`config.mk`:
```
export PLATFORM = sky130hd
export DESIGN_NAME = alu381_pipe
export DESIGN_NICKNAME = d
export VERILOG_FILES = /design/src/rtl/alu381_pipe.sv
export SDC_FILE = /design/constraint.sdc
export NUM_CORES = 1
export LEC_CHECK = 0
export CAP_MARGIN = 25
export CORE_ASPECT_RATIO = 1.5
export CORE_UTILIZATION = 60
export CTS_CLUSTER_SIZE = 40
export DETAILED_ROUTE_END_ITERATION = 10
export GPL_TIMING_DRIVEN = 0
export PLACE_DENSITY = 0.87
export SETUP_SLACK_MARGIN = 0.3
export SLEW_MARGIN = 15
export SYNTH_ARGS = -nofsm -noshare
export SYNTH_HDL_FRONTEND = slang
export SYNTH_SLANG_ARGS = --single-unit
```
`constraint.sdc`:
```
create_clock -name clk -period 7.1 [get_ports clk]
set_clock_uncertainty 0.2 [all_clocks]
set_input_delay 1.775 -clock clk [delete_from_list [all_inputs] [get_ports clk]]
set_output_delay 1.775 -clock clk [all_outputs]
set_load 0.005 [all_outputs]
```
`src/rtl/alu381_pipe.sv`:
```
// -----------------------------------------------------------------------------
// alu381_pipe
//
// Pipelined, parametrised successor to the 4-bit 74LS381-style ALU. It keeps
// the 3-bit function select, widens the datapath to WIDTH bits, and adds a
// PRESET function, status flags (C/Z/N/V) and an accumulator that can replace
// operand A.
//
// Pipeline:
//   stage 1 : operand registers (a, b, sel, use_acc) loaded on input transfer
//   stage 2 : result and flag registers, loaded as stage 1 moves forward
//   Latency is 2 cycles with no stall; throughput is one beat per cycle.
//
// Handshake (both sides): a beat moves on a rising edge where valid && ready.
// A producer holds valid and its payload until it sees ready. The ALU holds
// out_valid and every out_* value steady while out_valid && !out_ready.
// out_ready may be high while out_valid is low. in_ready depends
// combinationally on out_ready, so a full pipe can accept a new beat in the
// same cycle the oldest result leaves.
//
// Ports:
//   clk         in   rising-edge clock
//   rst         in   asynchronous, active-high reset
//   in_valid    in   operand beat valid
//   in_ready    out  ALU accepts a beat this cycle
//   in_a        in   operand A            [WIDTH-1:0]
//   in_b        in   operand B            [WIDTH-1:0]
//   in_sel      in   function select      [2:0]
//   in_use_acc  in   1: use the accumulator in place of A at compute time
//   out_valid   out  result valid
//   out_ready   in   consumer accepts result
//   out_f       out  result               [WIDTH-1:0]
//   out_c       out  carry / no-borrow
//   out_z       out  out_f == 0
//   out_n       out  out_f[WIDTH-1]
//   out_v       out  signed overflow (add/subtract only)
//   acc         out  accumulator (newest computed result) [WIDTH-1:0]
// -----------------------------------------------------------------------------
module alu381_pipe #(
    parameter int WIDTH = 8
) (
    input  logic             clk,
    input  logic             rst,
    input  logic             in_valid,
    output logic             in_ready,
    input  logic [WIDTH-1:0] in_a,
    input  logic [WIDTH-1:0] in_b,
    input  logic [2:0]       in_sel,
    input  logic             in_use_acc,
    output logic             out_valid,
    input  logic             out_ready,
    output logic [WIDTH-1:0] out_f,
    output logic             out_c,
    output logic             out_z,
    output logic             out_n,
    output logic             out_v,
    output logic [WIDTH-1:0] acc
);

    // -------------------------------------------------------------------------
    // Function select encoding
    // -------------------------------------------------------------------------
    localparam logic [2:0] SEL_CLEAR  = 3'b000;
    localparam logic [2:0] SEL_B_SUB_A = 3'b001;
    localparam logic [2:0] SEL_A_SUB_B = 3'b010;
    localparam logic [2:0] SEL_ADD    = 3'b011;
    localparam logic [2:0] SEL_XOR    = 3'b100;
    localparam logic [2:0] SEL_OR     = 3'b101;
    localparam logic [2:0] SEL_AND    = 3'b110;
    localparam logic [2:0] SEL_PRESET = 3'b111;

    localparam int MSB = WIDTH - 1;

    // -------------------------------------------------------------------------
    // Stage 1 registers
    // -------------------------------------------------------------------------
    logic             s1_valid_q;
    logic [WIDTH-1:0] s1_a_q;
    logic [WIDTH-1:0] s1_b_q;
    logic [2:0]       s1_sel_q;
    logic             s1_use_acc_q;

    // -------------------------------------------------------------------------
    // Stage 2 registers (drive the outputs directly)
    // -------------------------------------------------------------------------
    logic             s2_valid_q;
    logic [WIDTH-1:0] s2_f_q;
    logic             s2_c_q;
    logic             s2_z_q;
    logic             s2_n_q;
    logic             s2_v_q;
    logic [WIDTH-1:0] acc_q;

    // -------------------------------------------------------------------------
    // Pipeline control
    // -------------------------------------------------------------------------
    logic s2_adv;   // stage 2 may load this cycle (empty or being drained)
    logic in_fire;  // input beat transfers on this edge

    assign s2_adv   = !s2_valid_q || out_ready;
    assign in_ready = !s1_valid_q || s2_adv;
    assign in_fire  = in_valid && in_ready;

    // -------------------------------------------------------------------------
    // Compute: evaluated on the stage-1 contents, captured by stage 2.
    // The accumulator already holds the result of the beat directly ahead,
    // because that beat loaded stage 2 no later than this beat's compute edge.
    // -------------------------------------------------------------------------
    logic [WIDTH-1:0] aeff;
    logic [WIDTH:0]   sum_d;
    logic [WIDTH-1:0] f_d;
    logic             c_d;
    logic             v_d;
    logic             z_d;
    logic             n_d;

    always_comb begin
        aeff  = s1_use_acc_q ? acc_q : s1_a_q;
        sum_d = '0;
        f_d   = '0;
        c_d   = 1'b0;
        v_d   = 1'b0;

        case (s1_sel_q)
            SEL_CLEAR: begin
                f_d = '0;
                c_d = 1'b0;
            end
            SEL_B_SUB_A: begin
                // Two's-complement subtract; carry out set means no borrow.
                sum_d = {1'b0, s1_b_q} + {1'b0, ~aeff} + (WIDTH+1)'(1);
                f_d   = sum_d[WIDTH-1:0];
                c_d   = sum_d[WIDTH];
                v_d   = (s1_b_q[MSB] ^ aeff[MSB]) & (f_d[MSB] ^ s1_b_q[MSB]);
            end
            SEL_A_SUB_B: begin
                sum_d = {1'b0, aeff} + {1'b0, ~s1_b_q} + (WIDTH+1)'(1);
                f_d   = sum_d[WIDTH-1:0];
                c_d   = sum_d[WIDTH];
                v_d   = (aeff[MSB] ^ s1_b_q[MSB]) & (f_d[MSB] ^ aeff[MSB]);
            end
            SEL_ADD: begin
                sum_d = {1'b0, aeff} + {1'b0, s1_b_q};
                f_d   = sum_d[WIDTH-1:0];
                c_d   = sum_d[WIDTH];
                v_d   = ~(aeff[MSB] ^ s1_b_q[MSB]) & (f_d[MSB] ^ aeff[MSB]);
            end
            SEL_XOR: f_d = aeff ^ s1_b_q;
            SEL_OR:  f_d = aeff | s1_b_q;
            SEL_AND: f_d = aeff & s1_b_q;
            SEL_PRESET: f_d = '1;
            default: f_d = '0;
        endcase

        z_d = (f_d == '0);
        n_d = f_d[MSB];
    end

    // -------------------------------------------------------------------------
    // Stage 1: capture a beat on input transfer. Otherwise, when stage 2
    // advances, whatever sat in stage 1 has moved on and stage 1 empties.
    // When stage 2 is stalled and no beat arrives, stage 1 holds.
    // -------------------------------------------------------------------------
    always_ff @(posedge clk or posedge rst) begin
        if (rst) begin
            s1_valid_q   <= 1'b0;
            s1_a_q       <= '0;
            s1_b_q       <= '0;
            s1_sel_q     <= '0;
            s1_use_acc_q <= 1'b0;
        end else if (in_fire) begin
            s1_valid_q   <= 1'b1;
            s1_a_q       <= in_a;
            s1_b_q       <= in_b;
            s1_sel_q     <= in_sel;
            s1_use_acc_q <= in_use_acc;
        end else if (s2_adv) begin
            s1_valid_q   <= 1'b0;
        end
    end

    // -------------------------------------------------------------------------
    // Stage 2: result/flag registers and accumulator. Result registers load
    // only with a real beat, so out_f keeps its last value while empty, and
    // the accumulator only changes when a new result is produced.
    // -------------------------------------------------------------------------
    always_ff @(posedge clk or posedge rst) begin
        if (rst) begin
            s2_valid_q <= 1'b0;
            s2_f_q     <= '0;
            s2_c_q     <= 1'b0;
            s2_z_q     <= 1'b0;
            s2_n_q     <= 1'b0;
            s2_v_q     <= 1'b0;
            acc_q      <= '0;
        end else if (s2_adv) begin
            s2_valid_q <= s1_valid_q;
            if (s1_valid_q) begin
                s2_f_q <= f_d;
                s2_c_q <= c_d;
                s2_z_q <= z_d;
                s2_n_q <= n_d;
                s2_v_q <= v_d;
                acc_q  <= f_d;
            end
        end
    end

    // -------------------------------------------------------------------------
    // Outputs
    // -------------------------------------------------------------------------
    assign out_valid = s2_valid_q;
    assign out_f     = s2_f_q;
    assign out_c     = s2_c_q;
    assign out_z     = s2_z_q;
    assign out_n     = s2_n_q;
    assign out_v     = s2_v_q;
    assign acc       = acc_q;

endmodule

```
==> results of run 1 <==
[sequential cells by signal, indices dropped and copies added (netlist names)]
name	cells
s1_b_q	8
s1_sel_q	3
out_n	1
out_c	1
out_valid	1
s1_a_q	8
s1_use_acc_q	1
out_z	1
out_v	1
acc	7
s1_valid_q	1
[metal layers]
| layer | wire (µm) | up-vias | track usage | share of wire |
|---|---|---|---|---|
| li1 | - | 1314 | - | - |
| met1 | 3380 | 1396 | 0.401 | 0.39 |
| met2 | 4370 | 161 | 0.574 | 0.51 |
| met3 | 483 | 39 | 0.0387 | 0.056 |
| met4 | 328 | 0 | 0.165 | 0.038 |
| met5 | 0 | - | 0 | 0 |
[tightest hold or removal path, cell delays in order (launching register included)]
cell,delay (ns)
dfrtp_1,0.35
a32oi_1,0.06
o31ai_1,0.06
[logic make-up after synthesis]
logic type	synth area share
AO/OA/AOI/OAI	0.189
AND/OR/NAND/NOR	0.141
buffers and inverters	0.0888
adder cells (fa/ha/maj)	0.164
multiplexers	0.129
flip-flops	0.265
XOR/XNOR	0.0225
[final timing paths]
path	start	to	slack [ns]	depth (start not counted)
min reg2reg	out_v$_DFFE_PP0P_	out_v$_DFFE_PP0P_	0.30	2
min in group asynchronous	rst	out_n$_DFFE_PP0P_	1.65	2
min	out_v$_DFFE_PP0P_	out_v$_DFFE_PP0P_	0.30	2
max reg2reg	s1_use_acc_q$_DFFE_PP0P_	out_z$_DFFE_PP0P_	3.14	10
max	out_ready	in_ready	2.20	3
max in group asynchronous	rst	acc[0]$_DFFE_PP0P_	4.53	3
[stage by stage]
stage	instance area, µm²	power [µW]	hold slack (ns)	worst slack [ns]	utilization
2_1_floorplan	3120	852	0.257	3.17	-
3_3_place_gp	3650	1090	0.267	2.24	0.741
3_5_place_dp	3680	1120	0.284	2.23	0.746
4_1_cts	3760	1290	0.307	2.20	0.764
5_1_grt	3760	1390	0.327	2.16	0.764
6_report	3760	1310	0.303	2.20	0.764
[power breakdown]
group          switching, µW  internal (µW)  total [µW]
Combinational            472            411         883
Sequential              50.4            233         284
Clock                   65.6           76.8         142
[synth_stat cells (4+ instances only)]
master and count:
a211oi_1 6, a21oi_1 23, buf_2 7, buf_4 11, clkbuf_1 7, dfrtp_1 33
ha_1 36, inv_1 27, mux2_2 26, mux2i_1 11, nand2_1 19, nand2b_1 9
nor2_1 21, nor2b_1 6, nor3_1 6, o211ai_1 8, o21ai_0 11, o31ai_1 6
or4_1 4, xnor2_1 6
[area by class of cell]
cell class / instances / area (µm²)
repair buffers: 46 / 478
multi-input cells: 255 / 2010
fillers: 339 / 1160
well taps: 66 / 82.6
plain buffers: 28 / 171
flip-flops and latches: 33 / 826
inverters: 28 / 105
clock buffers: 7 / 86.3
==> reports/qor.txt, run 1 <==
status -> finished, final reports clean
grt ovf -> 0
total CTS buffers -> 5
Post-synth top flop -> dfrtp_1
Post-Syn Area -> 3120 µm²
Via density -> 6.29
worst path bufs/invs -> 2
routability cong. -> 0.954
RSZ-0062 raised after global routing -> no
Max-slew headroom -> 0.393
IO Pins -> 46
Setup Viol. Count Final -> 0
Critical Path Start Type -> input pin
final hold viol count -> 0
Chip Height -> 90.3 µm
FP Rows -> 31
Setup TNS -> 0 ns
CTS H-tree lvls -> 2
Worst Max-Slew Pin Slew -> 0.885 ns
# Post-CTS Setup Buffers -> 0
placed cells -> 456
die area -> 5490 µm²
Max Fclk -> 204 MHz
Synth Area per Inst -> 9.06 µm²
remaining routing DRC violations -> 0
Max stage delay on crit path -> 0.52 ns
CP Max Fanout -> 3
WL final -> 8.56 mm
via count -> 2910
Final period util -> 0.691
sequential area share after synthesis -> 0.265
Slowest-stage cell, CP -> clkdlybuf4s50_1
root buffer cell -> clkbuf_8
number of global-route vias before repair -> 2905
worst hold path type -> reg2reg
Cells after Synth -> 344
Final nets -> 460
Critical Path End Type -> output port
layout cell share with drive strength beyond 1 -> 0.154
largest net degree at the start of global routing -> 22
CTS sink cnt -> 33
Core Box Area -> 4930 µm²
Starting DRT DRC Count -> 267
Finished Layout Cells -> 463
leakage power -> 0.00167 µW
Final HPWL DP -> 6.08 mm
initial core utilization -> 0.632
GRT Overall Usage -> 0.336
critical path's top delay family -> buffers and inverters
PostCTS Resize Cnt -> 0
first-pass GRT wire length -> 13.8 mm
initial antenna violation count -> 0
Synth top area share -> 0.265
Ys Warns -> 0
syn_nets -> 407
WP data arrival -> 2.93 ns
Synth-to-Final Area Change -> 20.8%
clk_lat worst skew -> 0.29 ns
clk buf depth -> 2
most frequent cells in the layout -> 45 x clkdlybuf4s50_1, 36 x ha_1, 33 x dfrtp_1
input/output buffers -> 45
synth top area cells -> dfrtp_1 27%, ha_1 14%, mux2_2 9.4%, a21oi_1 3.7%, mux2i_1 3.5%
number of flops mapped to enable cells by yosys -> 0
area leader, netlist -> dfrtp_1
ANT cells -> 0
CP Class -> in2out
CP dominant cell by count -> clkdlybuf4s50_1
CP Cell Sequence -> clkdlybuf4s50_1 -> nand3b_1 -> clkdlybuf4s50_1
Routed Antenna Nets -> 0
pwr dens -> 348 nW/µm²
asr flop ratio synth -> 1.00
post-synthesis register bit count -> 33
post-route minimum period -> 4.90 ns
drt first pass iters -> 5
CTS tree -> yes
synth unique cells -> 59
hold buffer count at cts -> 0
VDD IR-drop max -> 0.214 mV
commonest non-fill, non-tap cell in the layout -> clkdlybuf4s50_1
clk slew on worst S/H paths -> 0.07 ns
drt wl/cell -> 18.5 µm
Worst EP required -> 5.12 ns
Max-Cap Viols -> 0
Chip Width -> 60.8 µm
Slew Limit Fails -> 0
(Power assumes the default switching activity.)
==> inputs of run 2 (changes only) <==
--- a/config.mk
+++ b/config.mk
@@ -7,11 +7,11 @@
 export LEC_CHECK = 0
 export CAP_MARGIN = 25
 export CORE_ASPECT_RATIO = 1.5
-export CORE_UTILIZATION = 60
+export CORE_UTILIZATION = 50
 export CTS_CLUSTER_SIZE = 40
 export DETAILED_ROUTE_END_ITERATION = 10
 export GPL_TIMING_DRIVEN = 0
-export PLACE_DENSITY = 0.87
+export PLACE_DENSITY = 0.77
 export SETUP_SLACK_MARGIN = 0.3
 export SLEW_MARGIN = 15
 export SYNTH_ARGS = -nofsm -noshare
==> constraint.sdc (replaced) <==
create_clock -name clk -period 4.1 [get_ports clk]
set_clock_uncertainty 0.2 [all_clocks]
set_input_delay 1.025 -clock clk [delete_from_list [all_inputs] [get_ports clk]]
set_output_delay 1.025 -clock clk [all_outputs]
set_load 0.005 [all_outputs]
==> reports/qor.txt, run 2 (synthesized netlist as in run 1, its figures left out) <==
Max-Cap Viols -> 0
Finished Layout Cells -> 469
clk buf depth -> 2
Critical Path End Type -> register
hold_sp -> out_c$_DFFE_PP0P_
reg2reg start -> s1_use_acc_q$_DFFE_PP0P_
hold path depth -> 1
Worst Max-Slew Pin Slew -> 0.652 ns
Chip Width -> 66.5 µm
root buffer cell -> clkbuf_8
R2R depth -> 10
Max Fclk -> 276 MHz
Final period util -> 0.885
drt first pass iters -> 4
clk_lat worst skew -> 0.28 ns
Critical Path Start -> s1_use_acc_q$_DFFE_PP0P_
layout cell share with drive strength beyond 1 -> 0.159
die area -> 6560 µm²
# Post-CTS Setup Buffers -> 0
Setup Viol. Count Final -> 0
most frequent cells in the layout -> 45 x clkdlybuf4s50_1, 36 x ha_1, 33 x dfrtp_1
clk slew on worst S/H paths -> 0.06 ns
final core occ -> 0.633
number of global-route vias before repair -> 2699
Max stage delay on crit path -> 0.60 ns
Via density -> 5.81
CP Max Fanout -> 9
initial antenna violation count -> 0
largest net degree at the start of global routing -> 34
ANT cells -> 0
initial core utilization -> 0.527
Slew Limit Fails -> 0
final hold viol count -> 0
Critical Path Start Type -> register
PostCTS Resize Cnt -> 1
Chip Height -> 98.7 µm
Slowest-stage cell, CP -> mux2i_2
RSZ-0062 raised after global routing -> no
CP dominant cell by count -> a211oi_1
Max-slew headroom -> 0.558
worst path bufs/invs -> 1
commonest non-fill, non-tap cell in the layout -> clkdlybuf4s50_1
Routed Antenna Nets -> 0
register area -> 826 µm²
leakage power -> 0.00165 µW
drt wl/cell -> 16.4 µm
post-route minimum period -> 3.63 ns
Setup TNS -> 0 ns
IO Pins -> 46
status -> finished, final reports clean
via count -> 2725
CP Cell Sequence -> buf_2 -> mux2i_2 -> ha_1 -> a211oi_1 -> nor3_1 -> o21a_1 -> o22ai_1 -> xor2_1 -> a211oi_1 -> a32o_2
placed cells -> 461
filler cell count -> 512
GRT Overall Usage -> 0.248
remaining routing DRC violations -> 0
CTS tree -> yes
Final HPWL DP -> 6.15 mm
Starting DRT DRC Count -> 202
input/output buffers -> 45
CTS H-tree lvls -> 2
multi-input logic area -> 2020 µm²
Worst EP required -> 4.12 ns
first-pass GRT wire length -> 12.5 mm
Final nets -> 459
total CTS buffers -> 5
routability cong. -> 0.953
FP Rows -> 34
VDD IR-drop max -> 0.493 mV
Synth-to-Final Area Change -> 20.1%
Core Box Area -> 5910 µm²
WL final -> 7.70 mm
critical path's top delay family -> compound AO/OA/AOI/OAI gates
hold buffer count at cts -> 0
pwr dens -> 586 nW/µm²
WP data arrival -> 3.65 ns
CTS sink cnt -> 33
grt ovf -> 0
critical path depth -> 10
worst hold path type -> reg2reg
CP Class -> reg2reg
[run 2: cell count changes in the layout (fill, tap and decap cells not counted), sizes merged]
cell / before / now
clkbuf: 15 / 14
buf: 21 / 20
clkinv: 1 / 3
[run 2: worst register-to-register path: cells and delay by family (launching register included)]
family	cells	cell delay, ns
DFF	1	0.31
AOI/OAI and AO/OA	5	1.54
xor gates and xnor gates	1	0.12
and+or+nand+nor	1	0.17
buffers and inverters	1	0.28
muxes	1	0.61
adders and majority gates	1	0.35
[run 2: area by class of cell]
cell class / instances / area share
clock inverters: 2 / 0.00267
flip-flops and latches: 33 / 0.221
repair buffers: 45 / 0.120
multi-input cells: 255 / 0.539
clock buffers: 6 / 0.0194
well taps: 72 / 0.0241
inverters: 28 / 0.0281
plain buffers: 28 / 0.0458
[run 2: final timing paths]
| kind | to | slack (ns) |
|---|---|---|
| min reg2reg | out_c$_DFFE_PP0P_ | 0.29 |
| max | out_z$_DFFE_PP0P_ | 0.47 |
| max reg2reg | out_z$_DFFE_PP0P_ | 0.47 |
| max in group asynchronous | s1_a_q[2]$_DFFE_PP0P_ | 2.31 |
| min in group asynchronous | s1_a_q[7]$_DFFE_PP0P_ | 0.97 |
| min | out_c$_DFFE_PP0P_ | 0.29 |
[run 2: power breakdown]
group          switching (µW)  total, µW  internal [µW]
Clock                     114        231            117
Sequential               79.6        484            404
Combinational             773       1480            706
Total                     967       2190           1230
[run 2: metrics by stage]
| step | total power (µW) | cell area, µm² | hold WS (ns) | setup slack [ns] |
|---|---|---|---|---|
| 6_report | 2190 | 3740 | 0.289 | 0.473 |
| 5_1_grt | 2370 | 3740 | 0.320 | 0.307 |
| 4_1_cts | 2190 | 3740 | 0.288 | 0.516 |
| 3_5_place_dp | 1940 | 3660 | 0.274 | 0.297 |
| 3_3_place_gp | 1900 | 3660 | 0.268 | 0.381 |
| 2_1_floorplan | 1470 | 3120 | 0.257 | 0.928 |
[run 2: per-layer routing]
| metal | share of wire | routed length [µm] | global-route usage |
|---|---|---|---|
| met5 | 0 | 0 | 0 |
| met4 | 0.024 | 183 | 0.105 |
| met3 | 0.037 | 284 | 0.0243 |
| met2 | 0.51 | 3960 | 0.430 |
| met1 | 0.43 | 3280 | 0.305 |
==> RTL edit, RTL diff (config.mk and constraints of run 2) <==
`WIDTH`: 8 -> 7.
--- a/src/rtl/alu381_pipe.sv
+++ b/src/rtl/alu381_pipe.sv
@@ -37,7 +37,7 @@
 //   acc         out  accumulator (newest computed result) [WIDTH-1:0]
 // -----------------------------------------------------------------------------
 module alu381_pipe #(
-    parameter int WIDTH = 8
+    parameter int WIDTH = 7
 ) (
     input  logic             clk,
     input  logic             rst,
Ports: changed (resized acc, in_a, in_b and out_f); port bits go from 46 to 42. The function was not compared with the original's and may differ.
==> RTL edit against run 2 <==
- total power decreased by 8.6%
- worst setup slack improved by 260 ps
- area after synthesis decreased by 11%
- combinational power decreased by 10%
- clock power increased by 5%
- sequential cell count decreased by 3
- wire length decreased by 11%
- critical endpoint is now in_ready
- cell area decreased by 9.0%
- via count decreased by 11%
- final cell count decreased by 11%
- worst hold slack improved by 1.9 ps
==> RTL edit: results (changes against run 2) <==
routability cong. = 0.947 (was 0.953)
CP max FO = 3 (was 9)
VDD IR max = 0.000395 V (was 0.000493 V)
# fillers = 437 (was 512)
port bufs = 41 (was 45)
Global Route Usage Sum = 0.252 (was 0.248)
# resized after CTS = 0 (was 1)
critical path arrival = 2140 ps (was 3650 ps)
CP delay by family, top = buffers and inverters (was compound AO/OA/AOI/OAI gates)
Final HPWL DP = 5.42 mm (was 6.15 mm)
first-pass GRT wire length = 11.4 mm (was 12.5 mm)
met2 WL post-DR = 3.49 mm (was 3.96 mm)
WL met1 = 2.78 mm (was 3.28 mm)
average routed wire per standard cell = 16.4 um (about the same)
top cells by area, synth = dfrtp_1 27%, ha_1 14%, mux2_2 8.9%, mux2i_1 3.6%, inv_1 3.1% (was dfrtp_1 27%, ha_1 14%, mux2_2 9.4%, a21oi_1 3.7%, mux2i_1 3.5%)
clock network area share = 0.0268 (was 0.0221)
buffering overhead = 0.171 (was 0.166)
Avg Vias per Cell = 5.83 (was 5.81)
Post-synth top cells = 31 x ha_1, 30 x dfrtp_1, 23 x inv_1 (was 36 x ha_1, 33 x dfrtp_1, 27 x inv_1)
Synth Register Bits = 30 (was 33)
largest net degree at the start of global routing = 22 (was 34)
sequential fraction of design power = 0.215 (was 0.220)
sequential area share after synthesis = 0.269 (was 0.265)
Slowest cell on crit path = clkdlybuf4s50_1 (was mux2i_2)
dpl ws = 569 ps (was 297 ps)
DP Area = 3310 um2 (was 3660 um2)
outcome = completed (unchanged)
# clk buffers = 7 (was 6)
area taken by multi-input logic gates = 1810 um2 (was 2020 um2)
DP Cell Count = 410 (was 461)
Initial DRC Count = 138 (was 202)
met2 Use GR = 0.438 (was 0.430)
Finished Layout Cells = 418 (was 469)
layout cell share with drive strength beyond 1 = 0.163 (was 0.159)
PwrDens = 589 nW/um2 (was 586 nW/um2)
GRT met1 Usage = 0.284 (was 0.305)
slew margin rel. = 0.556 (was 0.558)
#MultiIn Comb = 224 (was 255)
synth unique cells = 57 (was 59)
met3 wire length = 293 um (was 284 um)
-- RTL edit: logic make-up (layout without fill, tap and decap cells) --
logic type	after synthesis	after routing	share of synthesized area
AO/OA/AOI/OAI	75	75	0.193
XOR/XNOR	10	10	0.0314
adder cells (fa/ha/maj)	34	34	0.161
buffers and inverters	46	96	0.0835
flip-flops	30	30	0.269
multiplexers	32	32	0.125
AND/OR/NAND/NOR	73	73	0.137
-- RTL edit: path summary, 6_finish.rpt --
| check | startpoint | slack, ps | depth (start not counted) | endpoint |
|---|---|---|---|---|
| max | out_ready | 730 | 3 | in_ready |
| min | out_v | 290 | 2 | out_v |
| max reg2reg | s1_use_acc_q | 730 | 12 | out_v |
| min reg2reg | out_v | 290 | 2 | out_v |
| max in group asynchronous | rst | 2390 | 3 | s1_a_q[0] |
| min in group asynchronous | rst | 850 | 2 | out_valid |
-- RTL edit: worst min-delay path, stage by stage, from the launching register on --
cell and delay, ps:
dfrtp_1 350, nand2_1 50, o31ai_1 60
